## src/rtl/serial_adder_n.sv

```systemverilog
`default_nettype none
// ---------------------------------------------------------------------------
// | Module      : serial_adder_n                                             |
// | Description : Multi-cycle WIDTH-bit adder processing DIGIT bits per      |
// |               clock through a DIGIT-bit slice with a registered carry.   |
// |               start/busy/done handshake; result held until next start.   |
// |               Optional macro SERIAL_ADDER_SUB_EN adds a 'sub' input that |
// |               selects a - b - c.                                         |
// | Revision    : 1.0 - initial release                                      |
// ---------------------------------------------------------------------------
module serial_adder_n #(
  parameter int WIDTH = 8,
  parameter int DIGIT = 1
) (
  input  logic             clk,
  input  logic             rst_n,
  input  logic             start,
  input  logic [WIDTH-1:0] a,
  input  logic [WIDTH-1:0] b,
  input  logic             c,
`ifdef SERIAL_ADDER_SUB_EN
  input  logic             sub,
`endif
  output logic             busy,
  output logic             done,
  output logic [WIDTH-1:0] sum,
  output logic             carry,
  output logic             overflow
);

  localparam int                 C_STEPS = WIDTH / DIGIT;
  localparam int                 C_CNT_W = (C_STEPS > 1) ? $clog2(C_STEPS) : 1;
  localparam logic [C_CNT_W-1:0] C_LAST  = C_CNT_W'(C_STEPS - 1);
  localparam logic [DIGIT-1:0]   C_ONES  = '1;
  localparam logic [WIDTH-1:0]   C_MASK  = WIDTH'(C_ONES);

  generate
    if (WIDTH < 1 || DIGIT < 1 || (WIDTH % DIGIT) != 0) begin : g_bad_params
      $error("serial_adder_n: WIDTH must be a positive multiple of DIGIT");
    end
  endgenerate

  typedef enum logic [1:0] {
    S_IDLE = 2'd0,
    S_RUN  = 2'd1,
    S_DONE = 2'd2
  } state_t;

  state_t             r_state;
  state_t             w_state_next;

  logic [WIDTH-1:0]   r_a;
  logic [WIDTH-1:0]   r_b;
  logic               r_cy;
  logic [C_CNT_W-1:0] r_cnt;
  logic [WIDTH-1:0]   r_work;
  logic [WIDTH-1:0]   r_sum;
  logic               r_carry;
  logic               r_overflow;

  logic [WIDTH-1:0]   w_b_in;
  logic               w_c_in;
  logic               w_accept;
  logic [31:0]        w_shamt;
  logic [DIGIT-1:0]   w_chunk_a;
  logic [DIGIT-1:0]   w_chunk_b;
  logic [DIGIT:0]     w_add;
  logic [DIGIT-1:0]   w_chunk_sum;
  logic [WIDTH-1:0]   w_work_next;
  logic               w_ov_step;

  // Subtraction is folded into capture: a - b - c == a + ~b + ~c.
`ifdef SERIAL_ADDER_SUB_EN
  assign w_b_in = sub ? ~b : b;
  assign w_c_in = sub ? ~c : c;
`else
  assign w_b_in = b;
  assign w_c_in = c;
`endif

  // New operands are only taken when no run is in flight.
  assign w_accept = start && ((r_state == S_IDLE) || (r_state == S_DONE));

  // Current digit position selected by the step counter.
  assign w_shamt     = 32'(r_cnt) * 32'(DIGIT);
  assign w_chunk_a   = DIGIT'(r_a >> w_shamt);
  assign w_chunk_b   = DIGIT'(r_b >> w_shamt);
  assign w_add       = {1'b0, w_chunk_a} + {1'b0, w_chunk_b} + {{DIGIT{1'b0}}, r_cy};
  assign w_chunk_sum = w_add[DIGIT-1:0];
  assign w_work_next = (r_work & ~(C_MASK << w_shamt)) | (WIDTH'(w_chunk_sum) << w_shamt);

  // Carry into the top bit of this digit, recovered from the sum bit; only
  // used on the final step, where the top bit of the digit is the MSB.
  assign w_ov_step = (w_chunk_a[DIGIT-1] ^ w_chunk_b[DIGIT-1] ^ w_chunk_sum[DIGIT-1]) ^ w_add[DIGIT];

  assign sum      = r_sum;
  assign carry    = r_carry;
  assign overflow = r_overflow;

  // State register.
  always_ff @(posedge clk) begin
    if (!rst_n) r_state <= S_IDLE;
    else        r_state <= w_state_next;
  end

  // Next-state and handshake outputs.
  always_comb begin
    w_state_next = r_state;
    busy         = 1'b0;
    done         = 1'b0;
    case (r_state)
      S_IDLE: begin
        if (start) w_state_next = S_RUN;
      end
      S_RUN: begin
        busy = 1'b1;
        if (r_cnt == C_LAST) w_state_next = S_DONE;
      end
      S_DONE: begin
        done         = 1'b1;
        w_state_next = start ? S_RUN : S_IDLE;
      end
      default: w_state_next = S_IDLE;
    endcase
  end

  // Operand capture, digit-serial accumulation and result publication.
  always_ff @(posedge clk) begin
    if (!rst_n) begin
      r_a        <= '0;
      r_b        <= '0;
      r_cy       <= 1'b0;
      r_cnt      <= '0;
      r_work     <= '0;
      r_sum      <= '0;
      r_carry    <= 1'b0;
      r_overflow <= 1'b0;
    end else if (w_accept) begin
      r_a    <= a;
      r_b    <= w_b_in;
      r_cy   <= w_c_in;
      r_cnt  <= '0;
      r_work <= '0;
    end else if (r_state == S_RUN) begin
      r_work <= w_work_next;
      r_cy   <= w_add[DIGIT];
      r_cnt  <= r_cnt + C_CNT_W'(1);
      if (r_cnt == C_LAST) begin
        r_sum      <= w_work_next;
        r_carry    <= w_add[DIGIT];
        r_overflow <= w_ov_step;
      end
    end
  end

endmodule
`default_nettype wire
```

## config.mk

```make
export PLATFORM = sky130hd
export DESIGN_NAME = serial_adder_n
export DESIGN_NICKNAME = d
export VERILOG_FILES = /design/src/rtl/serial_adder_n.sv
export SDC_FILE = /design/constraint.sdc
export NUM_CORES = 1
export LEC_CHECK = 0
export CAP_MARGIN = 20
export CORE_ASPECT_RATIO = 0.9
export CORE_UTILIZATION = 46
export DETAILED_ROUTE_END_ITERATION = 8
export GPL_ROUTABILITY_DRIVEN = 0
export GPL_TIMING_DRIVEN = 1
export PLACE_DENSITY = 0.75
export SYNTH_ARGS = -nofsm -noshare
export SYNTH_HDL_FRONTEND = slang
export SYNTH_SLANG_ARGS = --single-unit
```

## constraint.sdc

```tcl
create_clock -name clk -period 2.6 [get_ports clk]
set_clock_uncertainty 0.2 [all_clocks]
set_input_delay 0.65 -clock clk [delete_from_list [all_inputs] [get_ports clk]]
set_output_delay 0.65 -clock clk [all_outputs]
set_load 0.05 [all_outputs]
```

# Word level (Yosys, flattened, before mapping)
# Cells that the tools add are included.
dict set report totals {
  regBits 40
  inputBits 20
  out_inout_bits 12
  elab_cells 44
}
dict set report classes {
  add_sub_neg 3
  eq_ne 5
  shift 4
  muxes 8
  n_bitwise 8
  n_reduce_logical 7
}
# op count
set op_table {}
lappend op_table {{$shr 8x3->1} 2}
lappend op_table {{$and 8x8->8} 1}
lappend op_table {{$not 8->8} 1}
lappend op_table {{$or 8x8->8} 1}
lappend op_table {{$shl 1x3->8} 1}
lappend op_table {{$shl 1x3->8 const A} 1}
lappend op_table {{$pmux 2 s3} 1}
lappend op_table {{$mux 1} 5}
lappend op_table {{$mux 2} 2}
lappend op_table {{$ne 2x2->1 const B} 2}
lappend op_table {{$add 3x1->3 const B} 1}
lappend op_table {{$eq 3x3->1 const B} 1}
lappend op_table {{$reduce_and 3->1} 1}
lappend op_table {{$xor 1x1->1} 3}
lappend op_table {{$add 1x1->2} 1}
lappend op_table {{$add 2x1->2} 1}
lappend op_table {{$eq 2x1->1 const B} 1}
lappend op_table {{$eq 2x2->1 const B} 1}
lappend op_table {{$logic_not 2->1} 1}
lappend op_table {{$not 1->1} 2}
lappend op_table {{$reduce_and 2->1} 1}
lappend op_table {{$reduce_bool 2->1} 1}
lappend op_table {{$reduce_or 2->1} 1}
lappend op_table {{$logic_and 1x1->1} 1}
lappend op_table {{$logic_or 1x1->1} 1}

# Logic depth before layout (Yosys ltp)
dict set report logic_depth {
  word_depth 5
  mapped_depth 9
  mapped_depth_nobuf 8
}

# Worst setup path after synthesis
# OpenSTA, ideal clock, no wires.
dict set report synth_timing {
  kind {reg-to-reg}
  startpoint {register r_cnt[0]}
  endpoint {register r_work[6]}
  setup_time_ns 0.086
  arrival_ns 2.365
  required_ns 2.314
  slack_ns -0.050
  stages_incl_launch_ff 9
  n_path_buf 1
  period_less_slack_ns 2.650
  cell_sequence {dfxtp_1 > buf_6 > mux4_2 > mux2i_1 > inv_1 > fa_1 > nor2b_1 > a32oi_1 > a211oi_1}
}
dict set report synth_between {
  elab_chain_len 5
  word_cells_on_any_way 9
  classes_between {add/sub: 2; shift: 4; bitwise: 3}
}
# element line_no
set synth_lines {}
lappend synth_lines {{from (decl)} 55} ;# logic [C_CNT_W-1:0] r_cnt;
lappend synth_lines {{from (signal assigned)} 147} ;# r_cnt <= r_cnt + C_CNT_W'(1);
lappend synth_lines {{$shr 8x3->1 (on tied branches)} {86, 87}}
lappend synth_lines {{$add 1x1->2} 88} ;# assign w_add = {1'b0, w_chunk_a} + {1'b0, w_chunk_b} + {{DIGIT{1'b0}}, r_cy};
lappend synth_lines {{$add 2x1->2} 88}
lappend synth_lines {{$shl 1x3->8} 90} ;# assign w_work_next = (r_work & ~(C_MASK << w_shamt)) | (WIDTH'(w_chunk_sum) << w_shamt);
lappend synth_lines {{$or 8x8->8 *} 90}
lappend synth_lines {{to (signal assigned)} 145} ;# r_work <= w_work_next;
lappend synth_lines {{to (decl)} 56} ;# logic [WIDTH-1:0] r_work;
# Mark *: on every way between the ends. The rest lies on a longest branch, timed or not.
# A chain may end at the register's enable or synchronous reset.

# Worst setup path after layout
dict set report layout_timing {
  startpoint {register r_cnt[0]}
  endpoint {register r_work[5]}
}
# The elaborated chain is that of the path after synthesis.

==> results.tsv <==
stage	metric	value	unit
run_status	status	finished clean	
logic_synthesis	Mapped Cells	198	
drt	Via-to-Cell Ratio	5.16	
drt	Post-route DRC	0	
clock_network	Num CTS Buffers	5	
logic_synthesis	Synth cell types	26	
clock_network	maximum clock path buffer count	2	
hold_path	hold endpoint	r_b[6]	
clock_network	htree depth	2	
hold_path	Hold Path Cell Cnt	2	
logic_synthesis	asr flop ratio synth	0	%
worst_setup_path	R2R Path Start	r_cnt[0]	
timing	setup violators final	0	
pwr	total power	1.43	mW
logic_synthesis	Post-Syn Area per Cell	8.64	sq um
logic_synthesis	synthesized flop and latch total	39	
drt	mean routed wirelength per cell	12.6	um
timing	Rel. slew slack	63.9	%
worst_setup_path	slowest CP cell	fa_1	
timing	Final Hold Vio Count	0	
timing	Fmax	0.396	GHz
timing	setup_tns	0	ns
floorplan	Core Box Area	3450	sq um
drt	drt pass-1 iters	4	
clock_network	CTS Sinks	39	
timing	Worst-Margin Slew	0.541	ns
final_layout	Fillers	304	
logic_synthesis	post-synthesis cell area	1710	sq um
global_routing	Total Routing Usage GR	20.1	%
logic_synthesis	Synthesis Warnings	0	
timing	RSZ-0062 raised after global routing	yes	
logic_synthesis	Syn Nets	226	
logic_synthesis	EDFF count, synth	0	
pwr	Pleak	0.840	nW
global_routing	vias in the first global route	1347	
floorplan	die width	66.3	um
logic_synthesis	prevailing post-synth register cell	dfxtp_1	
placed_design	Port-buffer cells	31	
clock_network	clk_lat worst skew	0.30	ns
drt	WL met3	116	um
job	maxcap violations	0	
worst_setup_path	crit-path max FO	4	
final_layout	Layout area overhead	31.4	%
drt	WL met2	1.58	mm
clock_network	setup bufs post-CTS	0	
global_routing	GRT overflow	0	
final_layout	final instance area	2250	sq um
global_routing	first-pass GRT wire length	5.87	mm
worst_setup_path	CP Capture Type	flop	
floorplan	Die ar.	3970	sq um
final_layout	register area	785	sq um
worst_setup_path	critical path arrival	2.54	ns
final_layout	Post-layout nets	259	
pwr	peak supply drop	0.000429	V
drt	Antenna Nets Post-Route	0	
pwr	PD cells	636	nW/um^2
worst_setup_path	critical-path cell list	mux4_2 > mux2i_1 > inv_1 > fa_1 > nand2_1 > nor2_2 > a22oi_1 > a211oi_1	
floorplan	Die H	59.9	um
clock_network	CTS root buffer	clkbuf_8	
worst_setup_path	Worst Setup Start Kind	flop	
clock_network	Post-CTS Hold Buffers	0	
global_routing	largest net degree at the start of global routing	29	
floorplan	Starting Density	49.5	%
worst_setup_path	R2R setup slack	0.07	ns
drt	DR vias	1425	
timing	fin. max-slew vios	0	
drt	M1 WL	1.72	mm
timing	hold_ws	0.258	ns
worst_setup_path	Req. time, crit path	2.61	ns
floorplan	Cell Rows	20	
placed_design	Final HPWL DP	2.41	mm
worst_setup_path	CP Class	flop to flop	
placed_design	DP Area	2100	sq um
worst_setup_path	reg2reg path depth	8	
floorplan	# IOs	32	
final_layout	fraction of layout cells with a size suffix above 1	12.9	%
timing	post-layout min period	2.53	ns
hold_path	critical hold path startpoint	r_b[6]	
drt	final WL	3.49	mm
clock_network	CTS tree	done	
clock_network	clock transition at the registers of the reported paths	0.08	ns
worst_setup_path	Crit path largest cell delay	0.54	ns
drt	1st-iter DRT viols	74	
global_routing	initial antenna violation count	0	
drt	Top Metal Used	met4	
logic_synthesis	Seq/Total Area, Yosys	45.6	%
final_layout	area occupied by multi-input gates	865	sq um
worst_setup_path	Reg-to-Reg End	r_work[5]	
final_layout	diode count	0	
hold_path	worst hold path class	flop to flop	
timing	Period Utilization, post-route	97.2	%
==> area by class of cell <==
type,count,area share [%]
Timing Repair Buffer,40,17.3
Clock buffer,5,3.06
Multi-Input combinational cell,140,38.5
Clock inverter,3,3.01
Sequential cell,39,34.9
Tap cell,44,2.45
Inverter,5,0.835
==> flip-flops by register name, summed over array words and instances (netlist names) <==
| signal | cells |
|---|---|
| carry | 1 |
| r_state | 2 |
| r_cnt | 3 |
| r_cy | 1 |
| r_b | 8 |
| r_work | 7 |
| r_a | 8 |
| overflow | 1 |
| sum | 8 |
==> report_power, final <==
group | total (mW) | internal, mW | switching (mW)
Sequential | 0.639 | 0.623 | 0.0157
Combinational | 0.195 | 0.0953 | 0.0999
Clock | 0.595 | 0.382 | 0.213
Total | 1.43 | 1.10 | 0.328
==> Yosys cell counts, types with 2 or more instances <==
cell	n	area, sq um
xnor2_1	3	26.3
buf_2	3	15.0
mux4_2	4	90.1
mux2i_1	2	20.0
nand2_1	44	165
a32oi_1	2	17.5
a31oi_1	2	12.5
a211oi_1	16	120
a21oi_1	23	115
a21boi_0	2	15.0
inv_1	2	7.51
nor2_1	22	82.6
clkbuf_1	9	33.8
nand2b_1	2	12.5
dfxtp_1	39	781
ha_1	7	87.6
inv_2	3	11.3
nor2b_1	5	31.3
==> layout by cell type (no fill, tap or decap), drive strengths merged, types with 3 or more instances in the layout <==
cell	count
a21boi	3
clkbuf	5
xnor2	3
inv	5
nand2	44
dfxtp	39
a21oi	23
buf	10
clkdlybuf4s50	30
ha	7
nor2	22
nor2b	5
a211oi	16
mux4	4
==> metal layers <==
layer / global-route usage (%) / up-vias
li1: - / 733
met2: 32.4 / 24
met5: 0 / -
met4: 9.12 / 0
met3: 5.15 / 7
met1: 25.3 / 661
==> through the flow <==
step	cells	util [%]	worst slack, ns
2_1_floorplan	198	-	0.00711
3_3_place_gp	268	60.7	0.0651
3_5_place_dp	268	60.7	0.00248
4_1_cts	276	64.7	0.00573
5_1_grt	276	65.1	-0.0496
6_report	276	65.1	0.0722
==> how the worst max path moves through the flow <==
| stage | startpoint | depth (start not counted) | to |
|---|---|---|---|
| 2_1_floorplan | r_cnt[0] | 9 | r_work[5] |
| 4_1_cts | r_cnt[0] | 7 | r_work[0] |
| 3_3_place_gp | r_cnt[0] | 8 | sum[3] |
| 5_1_grt | r_cnt[0] | 8 | r_work[5] |
| 6_report | r_cnt[0] | 8 | r_work[5] |
| 3_5_place_dp | r_cnt[0] | 7 | r_work[0] |
==> logic make-up after synthesis <==
family                   after synthesis  synth area share [%]
buffers and inverters                 19                  4.83
flip-flops                            39                  45.6
multiplexers                           6                  6.44
AND/OR/NAND/NOR                       75                  17.7
AO/OA/AOI/OAI                         48                  17.6
XOR/XNOR                               3                  1.54
adder cells (fa/ha/maj)                8                  6.29
==> timing repair <==
| item | CTS | global route |
|---|---|---|
| hold endpoints to repair | 0 | 0 |
| resized for setup | 0 | 5 |
| setup endpoints to repair | 0 | 15 |
==> critical path: cells and delay by family, from the launching register on <==
| family | cells | cell delay (ns) |
|---|---|---|
| buffers and inverters | 1 | 0.10 |
| multiplexers | 2 | 0.66 |
| AO/OA/AOI/OAI | 2 | 0.33 |
| adder cells (fa/ha/maj) | 1 | 0.54 |
| AND/OR/NAND/NOR | 2 | 0.23 |
| flip-flops | 1 | 0.37 |
No activity file was read; power rests on OpenSTA's default activity.
